[src/rtl/config_sequencer.sv]
// Runtime-writable command table streamed, entry by entry, to a serial master
// through a start/done/ack handshake, with NACK retry, inter-frame gap and abort.
module config_sequencer #(
  parameter int DATA_WIDTH  = 16,
  parameter int NUM_ENTRIES = 20,
  parameter int ADDR_WIDTH  = 5,
  parameter int MAX_RETRIES = 3,
  parameter int GAP_CYCLES  = 0
) (
  input  logic                  Clock,
  input  logic                  Resetn,
  input  logic                  Start,
  input  logic [ADDR_WIDTH-1:0] Start_index,
  input  logic [ADDR_WIDTH:0]   Count,
  input  logic                  Abort,
  output logic                  Done,
  output logic [1:0]            Err_code,
  output logic [ADDR_WIDTH-1:0] Error_index,
  output logic [ADDR_WIDTH-1:0] Cur_index,
  input  logic                  Tbl_we,
  input  logic [ADDR_WIDTH-1:0] Tbl_addr,
  input  logic [DATA_WIDTH-1:0] Tbl_wdata,
  output logic                  Ser_start,
  output logic [DATA_WIDTH-1:0] Ser_data,
  input  logic                  Ser_ack,
  input  logic                  Ser_done
);

  localparam int RW = (MAX_RETRIES > 0) ? $clog2(MAX_RETRIES + 1) : 1;
  localparam logic [RW-1:0]         MAX_R = RW'(MAX_RETRIES);
  localparam logic [ADDR_WIDTH+1:0] LIM   = (ADDR_WIDTH + 2)'(NUM_ENTRIES);
  localparam logic [15:0]           GAP_N = 16'(GAP_CYCLES);

  typedef enum logic [2:0] {S_IDLE, S_ISSUE, S_WAIT_BUSY, S_WAIT_DONE, S_GAP} state_t;
  typedef enum logic [1:0] {ERR_OK, ERR_NACK, ERR_RANGE, ERR_ABORT} err_t;

  state_t                  state_q, state_d;
  err_t                    err_q, err_d;
  logic                    done_q, done_d;
  logic [ADDR_WIDTH-1:0]   err_idx_q, err_idx_d;
  logic [ADDR_WIDTH-1:0]   cur_idx_q, cur_idx_d;
  logic [ADDR_WIDTH:0]     remaining_q, remaining_d;
  logic [RW-1:0]           retry_q, retry_d;
  logic [15:0]             gap_q, gap_d;
  logic                    abort_pend_q, abort_pend_d;
  logic                    ser_start_q, ser_start_d;
  logic [DATA_WIDTH-1:0]   ser_data_q, ser_data_d;
  logic [DATA_WIDTH-1:0]   tbl_q [NUM_ENTRIES];

  logic                    tbl_wr;
  logic                    range_bad;
  logic                    abort_exit;
  logic [ADDR_WIDTH+1:0]   range_end;

  assign tbl_wr    = Tbl_we && done_q && ({2'b00, Tbl_addr} < LIM);
  assign range_end = {2'b00, Start_index} + {1'b0, Count};
  assign range_bad = (Count == '0) || ({2'b00, Start_index} >= LIM) || (range_end > LIM);

  // NOTE: the table must read as all-zero after reset, so every entry is a
  // resettable flop rather than an inferred RAM without reset.
  always_ff @(posedge Clock or negedge Resetn) begin
    if (!Resetn) begin
      for (int i = 0; i < NUM_ENTRIES; i++) tbl_q[i] <= '0;
    end else if (tbl_wr) begin
      tbl_q[Tbl_addr] <= Tbl_wdata;
    end
  end

  // NOTE: every always_comb target gets its hold value first; a path that
  // leaves one unassigned would otherwise infer a latch.
  always_comb begin
    state_d      = state_q;
    err_d        = err_q;
    done_d       = done_q;
    err_idx_d    = err_idx_q;
    cur_idx_d    = cur_idx_q;
    remaining_d  = remaining_q;
    retry_d      = retry_q;
    gap_d        = gap_q;
    abort_pend_d = abort_pend_q;
    ser_start_d  = 1'b0;
    ser_data_d   = ser_data_q;
    abort_exit   = 1'b0;

    case (state_q)
      S_IDLE: begin
        if (Start) begin
          if (range_bad) begin
            err_d     = ERR_RANGE;
            err_idx_d = Start_index;
          end else begin
            done_d       = 1'b0;
            err_d        = ERR_OK;
            cur_idx_d    = Start_index;
            remaining_d  = Count;
            retry_d      = '0;
            abort_pend_d = 1'b0;
            state_d      = S_ISSUE;
          end
        end
      end
      S_ISSUE: begin
        if (Abort) begin
          abort_exit = 1'b1;
        end else begin
          ser_data_d  = tbl_q[cur_idx_q];
          ser_start_d = 1'b1;
          state_d     = S_WAIT_BUSY;
        end
      end
      S_WAIT_BUSY: begin
        if (Abort) abort_pend_d = 1'b1;
        if (!Ser_done) state_d = S_WAIT_DONE;
      end
      S_WAIT_DONE: begin
        if (Abort) abort_pend_d = 1'b1;
        if (Ser_done) begin
          // A pending abort discards the result of the frame that just finished.
          if (abort_pend_q || Abort) begin
            abort_exit = 1'b1;
          end else if (Ser_ack) begin
            if (remaining_q == (ADDR_WIDTH + 1)'(1)) begin
              done_d  = 1'b1;
              err_d   = ERR_OK;
              state_d = S_IDLE;
            end else begin
              remaining_d = remaining_q - (ADDR_WIDTH + 1)'(1);
              cur_idx_d   = cur_idx_q + ADDR_WIDTH'(1);
              retry_d     = '0;
              gap_d       = '0;
              state_d     = S_GAP;
            end
          end else if (retry_q < MAX_R) begin
            retry_d = retry_q + RW'(1);
            gap_d   = '0;
            state_d = S_GAP;
          end else begin
            err_d     = ERR_NACK;
            err_idx_d = cur_idx_q;
            done_d    = 1'b1;
            state_d   = S_IDLE;
          end
        end
      end
      S_GAP: begin
        if (Abort) begin
          abort_exit = 1'b1;
        end else if (gap_q >= GAP_N) begin
          state_d = S_ISSUE;
        end else begin
          gap_d = gap_q + 16'd1;
        end
      end
      default: state_d = S_IDLE;
    endcase

    if (abort_exit) begin
      state_d      = S_IDLE;
      done_d       = 1'b1;
      err_d        = ERR_ABORT;
      err_idx_d    = cur_idx_q;
      abort_pend_d = 1'b0;
    end
  end

  // NOTE: state registers use non-blocking assignments so every flop samples
  // the pre-edge values regardless of statement order.
  always_ff @(posedge Clock or negedge Resetn) begin
    if (!Resetn) begin
      state_q      <= S_IDLE;
      err_q        <= ERR_OK;
      done_q       <= 1'b1;
      err_idx_q    <= '0;
      cur_idx_q    <= '0;
      remaining_q  <= '0;
      retry_q      <= '0;
      gap_q        <= '0;
      abort_pend_q <= 1'b0;
      ser_start_q  <= 1'b0;
      ser_data_q   <= '0;
    end else begin
      state_q      <= state_d;
      err_q        <= err_d;
      done_q       <= done_d;
      err_idx_q    <= err_idx_d;
      cur_idx_q    <= cur_idx_d;
      remaining_q  <= remaining_d;
      retry_q      <= retry_d;
      gap_q        <= gap_d;
      abort_pend_q <= abort_pend_d;
      ser_start_q  <= ser_start_d;
      ser_data_q   <= ser_data_d;
    end
  end

  assign Done        = done_q;
  assign Err_code    = err_q;
  assign Error_index = err_idx_q;
  assign Cur_index   = cur_idx_q;
  assign Ser_start   = ser_start_q;
  assign Ser_data    = ser_data_q;

endmodule

[config.mk]
export PLATFORM = sky130hd
export DESIGN_NAME = config_sequencer
export DESIGN_NICKNAME = d
export VERILOG_FILES = /design/src/rtl/config_sequencer.sv
export SDC_FILE = /design/constraint.sdc
export NUM_CORES = 1
export LEC_CHECK = 0
export CORE_ASPECT_RATIO = 1.5
export CORE_MARGIN = 2
export CORE_UTILIZATION = 35
export DETAILED_ROUTE_END_ITERATION = 10
export DONT_BUFFER_PORTS = 1
export SLEW_MARGIN = 20
export SYNTH_ARGS = -nofsm -noshare
export SYNTH_HDL_FRONTEND = slang
export SYNTH_SLANG_ARGS = --single-unit
[constraint.sdc]
create_clock -name Clock -period 1.9 [get_ports Clock]
set_input_delay 0.38 -clock Clock [delete_from_list [all_inputs] [get_ports Clock]]
set_output_delay 0.38 -clock Clock [all_outputs]
set_load 0.05 [all_outputs]
**Word-level counts from Yosys, hierarchy flattened**

Cells that the tools add are included.

- Bits of input ports: 39
- Flip-flop bits (word level): 378
- Output and inout bits: 30
- Logic and storage cells: 183

- Reductions and logical operators: 23
- $lt $le $gt $ge: 8
- Equal/unequal tests: 29
- Multiplexer cells: 84
- Add/subtract/negate cells: 5
- Bitwise logic cells: 3

Operators by type and width:

| kind | count |
|---|---|
| bitwise mux 320 bit | 1 |
| 2-to-1 mux 16 bit | 10 |
| binary-select mux 16 bit (select 5 bit) | 1 |
| demux 16 bit (select 5 bit) | 1 |
| 2-to-1 mux 5 bit | 13 |
| != test 3 bit, second input constant | 13 |
| 2-to-1 mux 3 bit | 12 |
| 2-to-1 mux 6 bit | 6 |
| AND reduction 7 bit | 5 |
| case mux 16 bit (2 select lines) | 1 |
| 2-to-1 mux 2 bit | 15 |
| case mux 5 bit (2 select lines) | 2 |
| adder 16 x 1 -> 16 bit, second input constant | 1 |
| greater-or-equal comparator 16 x 1 -> 1 bit, second input constant | 1 |
| != test 2 bit, second input constant | 8 |
| 2-to-1 mux 1 bit | 15 |
| case mux 3 bit (5 select lines) | 1 |
| greater-or-equal comparator 6 bit, second input constant | 2 |
| inverter 5 -> 6 bit | 2 |
| case mux 6 bit (2 select lines) | 1 |
| != test 4 bit, second input constant | 2 |
| case mux 2 bit (2 select lines) | 2 |
| AND reduction 8 bit | 1 |
| adder 5 x 6 -> 7 bit | 1 |
| other kinds (25) | 35 |

**Logic depth before layout (Yosys ltp)**

Gate-level depths: netlist (run 1).

- Depth in word-level cells: 7
- Depth in mapped cells: 11
- Mapped depth without buffers: 10

**Least setup slack after synthesis (run 1)**

No wires, ideal clock.

- Path kind: input -> register
- Start point: input Start_index[0]
- End point: register retry_q[0]
- Library setup time: 128 ps
- Data arrival time: 2329 ps
- Path slack: -556 ps
- Stages on the path: 10
- Cells stage by stage: ha_1 inv_1 fa_1 nand2b_1 a32oi_1 o311a_1 nor4_1 nor2_2 nor4b_4 mux2_1

- Word-level cells in the longest chain between the ends: 5
- Elaborated cells on any way between the ends: 7
- Those cells by class: add/sub: 1; order compare: 2; eq/ne: 1; reduce/logical: 3

Ends and longest elaborated chain:

| item | line | RTL |
|---|---|---|
| from (decl) | 13 | `input logic [ADDR_WIDTH-1:0] Start_index,` |
| adder 5 x 6 -> 7 bit or greater-or-equal comparator 5 bit (tied branches) | 56, 57 |  |
| greater-than comparator 7 x 5 -> 1 bit or logical OR 1 bit (tied branches) | 57 | `assign range_bad = (Count == '0) \|\| ({2'b00, Start_index} >= LIM) \|\| (range_end > LIM);` |
| logical OR 1 bit (*) | 57 |  |
| != test 2 bit (no source line) (*) | n/a |  |
| AND reduction 7 bit (no source line) (*) | n/a |  |
| to (signal assigned) | 188 | `retry_q <= retry_d;` |
| to (decl) | 43 | `logic [RW-1:0] retry_q, retry_d;` |

Mark *: on every way between the ends. The rest lies on a longest branch, timed or not.
A chain may end at the register's enable or synchronous reset.

**Final worst setup path (run 1)**

- Start point: register cur_idx_q[0] (netlist: Cur_index[0])
- End point: register ser_data_q[8] (netlist: Ser_data[8])

- Word-level cells in the longest chain between the ends: 4

Ends and longest elaborated chain:

| item | line | RTL |
|---|---|---|
| from (decl) | 41 | `logic [ADDR_WIDTH-1:0] cur_idx_q, cur_idx_d;` |
| from (signal assigned) | 186 | `cur_idx_q <= cur_idx_d;` |
| inverter 5 -> 6 bit (not written as such) | 106 | `ser_data_d = tbl_q[cur_idx_q];` |
| binary-select mux 16 bit (select 5 bit) | 106 |  |
| 2-to-1 mux 16 bit (not written as such) (2 in a row) | 106 |  |
| to (signal assigned) | 192 | `ser_data_q <= ser_data_d;` |
| to (decl) | 47 | `logic [DATA_WIDTH-1:0] ser_data_q, ser_data_d;` |

Every way passes these cells. The select of a mux whose other input is x is not followed.

==> results.md, run 1 <==
- Status: finished, violations left
- Failing checks: hold timing, setup timing
- Root buffer cell: clkbuf_16
- R2r setup slk: -0.27 ns
- Critical path's slowest cell: dfrtp_4
- Maximum number of pins on one net before global-route repair: 363
- Placed cell area: 18900 sq um
- Ys Warns: 0
- FF-to-FF Start: Cur_index[0]
- DP HPWL: 27500 um
- Hold WC Path Type: input pin to asynchronous set/reset pin
- P&R area growth vs syn: 30.7%
- Cell-by-cell trace of the critical path: buf_12 -> buf_12 -> buf_6 -> mux4_2 -> mux2i_1 -> o22ai_2 -> a21oi_2 -> a21oi_2
- Achievable frequency: 0.461 GHz
- Chip width: 184 um
- Slew Viols, Final: 0
- Final net count: 1374
- FP Rows: 98
- Clock Tree Buf Depth: 3
- Gr ovfl total: 0
- Netlist cell types: 61
- Clock transition at path regs: 0.06 ns
- CTS Sinks: 362
- RR Endpoint: Ser_data[8]
- WL/cell: 26.0 um
- Drt via density: 5.57
- DR iter-0 viols: 613
- Syn nets: 1216
- Pre-antenna DRT Iters: 5
- Die area: 50200 sq um
- CTS tree: built
- Actual slew at the worst max-slew pin: 0.936 ns
- Sequential share of the synthesized area: 53.5%
- Cell Pwr Density: 1290 nW/um^2
- Critical Path AT: 2.57 ns
- Depth of the CTS H-tree: 2
- Family with the most delay on the worst path: multiplexers
- CP Data Required Time: 2.30 ns
- Syn Inst Count: 1167
- Worst-path fanout max: 6
- Worst hold slack: -0.425 ns
- Yosys reg bits: 362
- RSZ-0062 raised after global routing: yes
- Final instance area: 22100 sq um
- Maximum VDD drop: 0.616 mV
- Vias in the first global route: 11600
- Antenna violations before repair: 1
- DRC Markers: 0
- Place WS: -0.588 ns
- Final ANT Viol Nets: 0
- First-pass GRT wire length: 73700 um
- Clock Skews: 0.0119 ns
- # IOs: 69
- Final worst slack: -0.271 ns
- Worst skew pair latency: 0.53 ns
- Cell Area, Synth: 16900 sq um
- Vias: 10900
- Leakage power: 10.1 nW
- Startpoint Class: flop
- Share of cells above drive strength 1: 58.0%
- Min cycle time layout: 2.17 ns
- CP endpoint kind: flop
- Max cap viols: 0
- Number of synthesized flops with an enable pin: 0
- GRT Total Usage: 19.8%
- Final hold vios: 361
- Crit share post-route: 114%
- Slew Limit Headroom: 37.6%
- IO Port Bufs: 0
- Die Y: 273 um
- Type of the worst setup path: flop to flop
- Asr flop ratio synth: 100%
- CTS Buf Count: 35
- Crit path buf inv count: 3
- Total core area: 47700 sq um
- Total Wirelength: 50700 um
- RePlAce Congestion: 0.823
- CP max stage delay: 0.52 ns
- Avg Synthesized Cell Area: 14.5 sq um
- Main flop type after synthesis: dfrtp_1
- Cells on worst reg2reg path: 8
- # setup viols final: 311
- Initial Util: 35.5%
## worst reg2reg max path: stages, from the launching register on
cell and delay [ns]:
dfrtp_4 0.52, buf_12 0.18, buf_12 0.15, buf_6 0.11, mux4_2 0.42, mux2i_1 0.21
o22ai_2 0.18, a21oi_2 0.21, a21oi_2 0.07
## power breakdown
part           switching, mW  total (mW)  internal (mW)  leakage [nW]
Combinational           4.79        10.4           5.58          4.62
Clock                   3.05        7.52           4.47         0.615
Sequential              1.69        10.6           8.89          4.92
Total                   9.54        28.5           18.9          10.1
## final cells by class
type,instances,area (sq um)
fillers,4029,25600
flip-flops and latches,362,9070
multi-input cells,699,8500
repair buffers,213,2530
clock buffers,43,976
well taps,600,751
clock inverters,18,244
inverters,14,52.6
diodes,2,5.00
## layout by cell type, fill, tap and decap left out, types with 8 or more instances in the layout
master	synthesis	layout
dfrtp_1	361	356
mux2_2	330	240
buf_4	1	100
mux2_4	0	92
mux4_2	80	80
clkbuf_16	0	42
buf_12	0	40
nor2_1	44	37
dlygate4sd3_1	0	35
a21oi_1	48	26
buf_6	3	24
a21oi_2	1	21
mux2i_1	34	19
inv_1	14	12
nand2_1	17	12
o22ai_2	0	12
nand2_2	12	11
clkinv_2	0	11
mux2i_2	0	9
o21ai_0	11	8
ha_1	9	8
## synthesized netlist by cell type (2+ instances only)
cell	n	share of area, %
a21oi_1	48	1.4
a31oi_1	8	0.30
a32oi_1	2	0.10
buf_1	8	0.18
buf_2	36	1.1
buf_6	3	0.20
clkbuf_1	47	1.0
dfrtp_1	361	53
ha_1	9	0.66
inv_1	14	0.31
mux2_1	2	0.13
mux2_2	330	22
mux2i_1	34	2.0
mux4_2	80	11
nand2_1	17	0.38
nand2_2	12	0.44
nand2b_1	7	0.26
nand3_1	3	0.089
nand3b_1	2	0.089
nor2_1	44	0.98
nor2b_1	5	0.18
nor3_1	9	0.27
nor3_2	2	0.12
nor3b_1	4	0.18
nor4_1	3	0.11
o21ai_0	11	0.33
o21ai_1	8	0.24
o22a_1	2	0.10
o22ai_1	21	0.78
or2_2	3	0.11
or3_1	2	0.074
## cells by family (layout without fill, tap and decap cells)
group | Yosys count | after routing | synth area share [%]
DFF | 362 | 362 | 53.5
and+or+nand+nor | 124 | 127 | 4.03
buffers and inverters | 109 | 288 | 2.84
adders and majority gates | 10 | 10 | 0.783
muxes | 446 | 446 | 34.7
other | 0 | 2 | 0
AOI/OAI and AO/OA | 116 | 116 | 4.13
## registers in the layout, summed over array words and instances, names as in the netlist, 2 cells and up
signal	count
Cur_index	5
Err_code	2
Error_index	5
Ser_data	16
remaining_q	6
retry_q	2
state_q	3
tbl_q	320
## layer usage
layer	vias up	GRT usage, %	wire length (um)
li1	4660	-	-
met1	5821	22.1	18500
met2	265	37.6	27800
met3	116	2.21	1910
met4	0	8.40	2460
met5	-	0	0
## metrics by stage
stage               cells  setup TNS, ns  power [mW]  hold WS, ns  util, %
detailed placement   1793         -26.76        18.3        0.113     39.7
finish               1951         -21.75        28.5       -0.425     46.4
CTS                  1921         -13.21        27.7       -0.449     44.8
floorplan            1167         -19.46        15.7       0.0844        -
global route         1951         -42.79        29.6       -0.441     46.4
global placement     1793         -25.12        18.2        0.114     39.7
## how the worst max path moves through the flow
stage | start | end | slack (ns) | cells after the start
detailed placement | Start_index[0] | Error_index[2] | -0.59 | 9
global route | Cur_index[0] | Ser_data[8] | -0.34 | 8
floorplan | Start_index[0] | retry_q[0] | -0.47 | 10
CTS | Cur_index[0] | Ser_data[10] | -0.23 | 9
global placement | Start_index[0] | Cur_index[0] | -0.52 | 10
finish | Cur_index[0] | Ser_data[8] | -0.27 | 8
## timing repair
action / in CTS / in global routing
endpoints found under the hold margin: 615 / 362
resized for setup: 115 / 84
setup buffers: 25 / 23
hold buffers: 34 / 1
pin swaps: 29 / 29
gates cloned: 8 / 7
endpoints found under the setup margin: 117 / 343
Power figures use the tool's default switching activity.
==> run 2, diff against run 1 <==
CORE_ASPECT_RATIO = 0.75   (was 1.5)
CORE_MARGIN = 8   (was 2)
==> results.md, run 2 (same netlist as run 1, synthesis figures left out) <==
- Critical path's slowest cell: dfrtp_4
- Actual slew at the worst max-slew pin: 1.08 ns (+0.148 ns)
- Max reg flops: 320 (unchanged)
- Depth of the CTS H-tree: 2 (unchanged)
- Die area: 55800 sq um (+11%)
- RSZ-0062 raised after global routing: yes
- # diodes: 0 (-2)
- Clock Tree Buf Depth: 3 (unchanged)
- Maximum VDD drop: 0.577 mV (-6.2%)
- Critical Path AT: 2.55 ns (-0.02 ns)
- DR iter-0 viols: 951 (+55%)
- R2r setup slk: -0.25 ns (+0.02 ns)
- Achievable frequency: 0.464 GHz (+0.85%)
- FF-to-FF Start: Cur_index[0]
- Final worst slack: -0.253 ns (+0.0183 ns)
- GRT Total Usage: 16.4% (-3.4 points)
- Total negative setup slack: -5.19 ns (+16.55 ns)
- CTS Buf Count: 39 (+11%)
- WL/cell: 23.5 um (-9.4%)
- Total Wirelength: 46100 um (-9.0%)
- # IOs: 69 (unchanged)
- Total core area: 47600 sq um (-0.27%)
- Startpoint Class: flop
- P&R area growth vs syn: 26.9%
- Type of the worst setup path: flop to flop
- Pre-antenna DRT Iters: 5 (unchanged)
- Worst hold slack: -0.458 ns (-0.0335 ns)
- CP Data Required Time: 2.30 ns (about the same)
- Design Power: 28.0 mW (-1.5%)
- CP endpoint kind: flop
- RePlAce Congestion: 0.878 (+6.6%)
- Final net count: 1345 (-2.1%)
- Maximum number of pins on one net before global-route repair: 363 (unchanged)
- Clock transition at path regs: 0.06 ns (about the same)
- Max cap viols: 0 (unchanged)
- Die Y: 206 um (-24%)
- Worst skew pair latency: 0.53 ns (about the same)
- Initial Util: 35.6% (+0.096 points)
- Crit path buf inv count: 2 (-1)
- DRC Markers: 0 (unchanged)
- Worst-path fanout max: 7 (+1)
- Crit share post-route: 113% (-0.96 points)
- IO Port Bufs: 0 (unchanged)
- DP HPWL: 26500 um (-3.7%)
- Biggest register: tbl_q
- Vias: 10600 (-2.5%)
- Failing checks: hold timing, setup timing
- Cells on worst reg2reg path: 7 (-1)
- Most frequent cells in the layout: 356 x dfrtp_1, 265 x mux2_2, 88 x buf_4
- Most common cell after layout, fill and taps aside: dfrtp_1
- Root buffer cell: clkbuf_16
- Antenna violations before repair: 1 (unchanged)
- Cell-by-cell trace of the critical path: buf_12 -> buf_4 -> mux4_2 -> mux2i_2 -> o22ai_1 -> a21oi_2 -> a21oi_1
- Cell Pwr Density: 1300 nW/um^2 (+1.4%)
- Clock Skews: 0.0130 ns (+0.00110 ns)
- Slew Viols, Final: 0 (unchanged)
- RR Endpoint: Ser_data[0]
- CP max stage delay: 0.56 ns (+0.04 ns)
- Gr ovfl total: 0 (unchanged)
- Final ANT Viol Nets: 0 (unchanged)
- Family with the most delay on the worst path: multiplexers
- Drt via density: 5.41 (-2.9%)
- Share of cells above drive strength 1: 55.2% (-2.8 points)
- CTS Sinks: 362 (unchanged)
- Chip width: 270 um (+47%)
- Slew Limit Headroom: 27.7% (-9.8 points)
- Min cycle time layout: 2.15 ns (-0.0183 ns)
- Status: finished, violations left
- FP Rows: 69 (-30%)
- CTS tree: built
- # setup viols final: 38 (-88%)
- Vias in the first global route: 11200 (-4.0%)
- First-pass GRT wire length: 71100 um (-3.5%)
- Final hold vios: 362 (+0.28%)
- Hold WC Path Type: input pin to asynchronous set/reset pin
- Leakage power: 9.92 nW (-2.2%)
==> run 2: area by class of cell <==
class                           count  area (sq um)
Clock buffer                       60          1190
Clock inverter                      6           111
Fill cell                        4145         26100
Inverter                           14          52.6
Multi-Input combinational cell    699          8140
Sequential cell                   362          9070
Tap cell                          639           800
Timing Repair Buffer              180          2130
==> run 2: report_power, final <==
part	internal [mW]	leakage [nW]	switching, mW	total (mW)
Sequential	8.89	4.92	1.76	10.7
Clock	4.69	0.632	3.06	7.75
Combinational	5.21	4.37	4.42	9.63
==> run 2: layer usage <==
layer	GRT usage, %	vias to the layer above	share of wire, %
li1	-	4597	-
met1	24.2	5651	48
met2	25.0	281	44
met3	3.18	63	6.2
met4	3.44	2	1.8
met5	0	-	0.028
==> run 2: worst max-delay path by stage <==
stage,end,cells after the start,start,slack [ns]
CTS,Ser_data[1],8,Cur_index[0],-0.23
global placement,Error_index[1],9,Start_index[0],-0.55
global route,Ser_data[3],8,Cur_index[0],-0.31
finish,Ser_data[0],7,Cur_index[0],-0.25
detailed placement,Error_index[4],9,Start_index[0],-0.62
floorplan,retry_q[0],10,Start_index[0],-0.47
==> run 2: repair_timing <==
| item | 4_1_cts | 5_1_grt |
|---|---|---|
| endpoints found under the setup margin | 42 | 69 |
| hold endpoints to repair | 674 | 363 |
| setup buffers | 20 | 13 |
| cloned | 6 | 3 |
| hold buffers | 23 | 1 |
| pin swaps | 19 | 22 |
| gates resized for setup | 75 | 46 |
==> run 2: through the flow <==
stage	worst slack, ns	std cells	util [%]	cell area (sq um)
finish	-0.253	1960	45.2	21500
global route	-0.310	1960	45.2	21500
CTS	-0.230	1943	44.3	21100
detailed placement	-0.619	1828	39.8	18900
global placement	-0.553	1828	39.8	18900
floorplan	-0.470	1167	-	17500
==> run 3, diff against run 2 <==
REMOVE_ABC_BUFFERS = 1   (was default)
==> results.md, run 3 (same netlist as run 1, synthesis figures left out) <==
- Status: finished, violations left
- Failing checks: hold timing, setup timing
- Vias in the first global route: 11100 (-0.27%)
- Initial Util: 35.6% (unchanged)
- RR Endpoint: Ser_data[3]
- Final instance count without filler cells: 1968 (+0.41%)
- Max cap viols: 0 (unchanged)
- Worst-path fanout max: 5 (-2)
- RePlAce Congestion: 0.816 (-7.1%)
- Hold WC Path Type: input pin to asynchronous set/reset pin
- Clock Skews: 0.0113 ns (-0.00176 ns)
- NetSw: 9.33 mW (+0.97%)
- Critical Path AT: 2.48 ns (-0.07 ns)
- Final ANT Viol Nets: 0 (unchanged)
- First-pass GRT wire length: 69400 um (-2.4%)
- Switching share of power: 33.4% (+0.41 points)
- Type of the worst setup path: flop to flop
- Slew Limit Headroom: 44.3% (+17 points)
- Vias: 10400 (-1.4%)
- Pre-antenna DRT Iters: 4 (-1)
- DP HPWL: 26200 um (-1.0%)
- Slew Viols, Final: 0 (unchanged)
- Actual slew at the worst max-slew pin: 0.835 ns (-0.249 ns)
- Crit share post-route: 109% (-4.3 points)
- Leakage power: 9.87 nW (-0.48%)
- CP Data Required Time: 2.31 ns (about the same)
- Combinational Power Share: 35.5% (+1.2 points)
- Sequential share of power: 37.9% (about the same)
- P&R area growth vs syn: 25.6%
- Worst skew pair latency: 0.54 ns (about the same)
- Most frequent cells in the layout: 356 x dfrtp_1, 324 x mux2_2, 96 x buf_4
- Cells on worst reg2reg path: 8 (+1)
- IO Port Bufs: 0 (unchanged)
- Startpoint Class: flop
- WL/cell: 23.2 um (-1.3%)
- Max reg flops: 320 (unchanged)
- Final hold vios: 361 (-0.28%)
- # IOs: 69 (unchanged)
- CP endpoint kind: flop
- Cell Pwr Density: 1310 nW/um^2 (+0.81%)
- Drt via density: 5.31 (-1.8%)
- # setup viols final: 101 (+170%)
- Antenna violations before repair: 1 (unchanged)
- Total negative setup slack: -5.43 ns (-0.236 ns)
- Total core area: 47600 sq um (unchanged)
- Total Wirelength: 45700 um (-0.90%)
- Depth of the CTS H-tree: 2 (unchanged)
- Crit path from: Cur_index[0]
- RSZ-0062 raised after global routing: yes
- Biggest register: tbl_q
- R2r setup slk: -0.17 ns (+0.08 ns)
- Die Y: 206 um (unchanged)
- Maximum number of pins on one net before global-route repair: 363 (unchanged)
- Internal power: 18.6 mW (-0.85%)
- Clock transition at path regs: 0.06 ns (about the same)
- Chip width: 270 um (unchanged)
- Share of cells above drive strength 1: 55.4% (+0.24 points)
- CTS Buf Count: 38 (-2.6%)
- Worst hold slack: -0.429 ns (+0.0296 ns)
- CTS Hold Buffers Added: 20 (-13%)
- CP endpoint: Ser_data[3]
- CTS Sinks: 362 (unchanged)
- Achievable frequency: 0.483 GHz (+4.0%)
- Final net count: 1350 (+0.37%)
- Die area: 55800 sq um (unchanged)
- Min cycle time layout: 2.07 ns (-0.0824 ns)
- FF-to-FF Start: Cur_index[0]
- Most common cell after layout, fill and taps aside: dfrtp_1
- Gr ovfl total: 0 (unchanged)
- Maximum VDD drop: 0.564 mV (-2.3%)
- Final worst slack: -0.171 ns (+0.0824 ns)
- Placed instance count: 1828 (unchanged)
- GRT Total Usage: 16.0% (-0.36 points)
- DR iter-0 viols: 700 (-26%)
- CTS tree: built
- FP Rows: 69 (unchanged)
- Clock Tree Buf Depth: 3 (unchanged)
- Root buffer cell: clkbuf_16
- Clock share of power: 26.7% (-1.0 points)
- DRC Markers: 0 (unchanged)
[run 3: cell types whose count changed in the layout (fill, tap and decap cells not counted), moves of 4 or more]
cell | before | now
mux2_2 | 265 | 324
mux2i_2 | 3 | 8
dlygate4sd3_1 | 24 | 20
buf_4 | 88 | 96
mux2_4 | 66 | 8
buf_6 | 17 | 22
buf_16 | 1 | 5
buf_8 | 6 | 0
clkinv_2 | 1 | 5
[run 3: per-layer routing]
layer	vias to the layer above	GRT usage, %	routed length [um]
li1	4641	-	-
met2	183	26.1	21500
met4	0	3.30	818
met1	5560	22.5	21500
met5	-	0	0
met3	63	2.87	1900
[run 3: per-stage QoR]
stage | hold WS [ns] | area, sq um | util (%) | setup slack (ns) | power [mW]
5_1_grt | -0.466 | 21300 | 44.7 | -0.226 | 29.2
3_5_place_dp | 0.117 | 18600 | 39.1 | -0.682 | 18.1
4_1_cts | -0.456 | 20900 | 43.9 | -0.150 | 27.5
2_1_floorplan | 0.0844 | 16500 | - | -2.96 | 14.7
3_3_place_gp | 0.118 | 18600 | 39.1 | -0.649 | 17.9
6_report | -0.429 | 21300 | 44.7 | -0.171 | 28.0
[run 3: critical path, cell delays in order (launching register included)]
cell     delay [ns]
dfrtp_4        0.54
buf_12         0.15
buf_16         0.13
mux4_2         0.43
mux2i_2        0.18
o22ai_1        0.11
a21oi_1        0.19
buf_4          0.17
a21oi_2        0.05
[run 3: repair_timing]
item | 4_1_cts | 5_1_grt
gates resized for setup | 76 | 56
hold endpoints to repair | 679 | 361
gates cloned | 9 | 5
setup buffers | 32 | 10
setup endpoints to repair | 105 | 103
pin swaps | 30 | 31
[run 3: worst min path at each step]
stage	endpoint	cells after the start	slack, ns
after CTS	tbl_q[20]	0	-0.46
after detailed placement	tbl_q[84]	0	0.12
final	tbl_q[84]	0	-0.43
after global placement	tbl_q[84]	0	0.12
after global routing	tbl_q[84]	0	-0.47
after floorplan	Cur_index[0]	0	0.08
[run 3: power groups by stage]
stage	logic [mW]	clock network, mW	registers (mW)
6_report	9.91	7.46	10.6
5_1_grt	10.5	7.99	10.7
4_1_cts	9.20	7.66	10.6
3_5_place_dp	7.18	0	10.9
3_3_place_gp	7.07	0	10.9
2_1_floorplan	3.56	0	11.1
[run 3: final cells by class]
cell class              count  area (sq um)
well taps                 639           800
multi-input cells         699          7900
flip-flops and latches    362          9070
inverters                  14          52.6
clock inverters            11           119
fillers                  4167         26300
clock buffers              56          1120
repair buffers            186          2200
diodes                      1          2.50
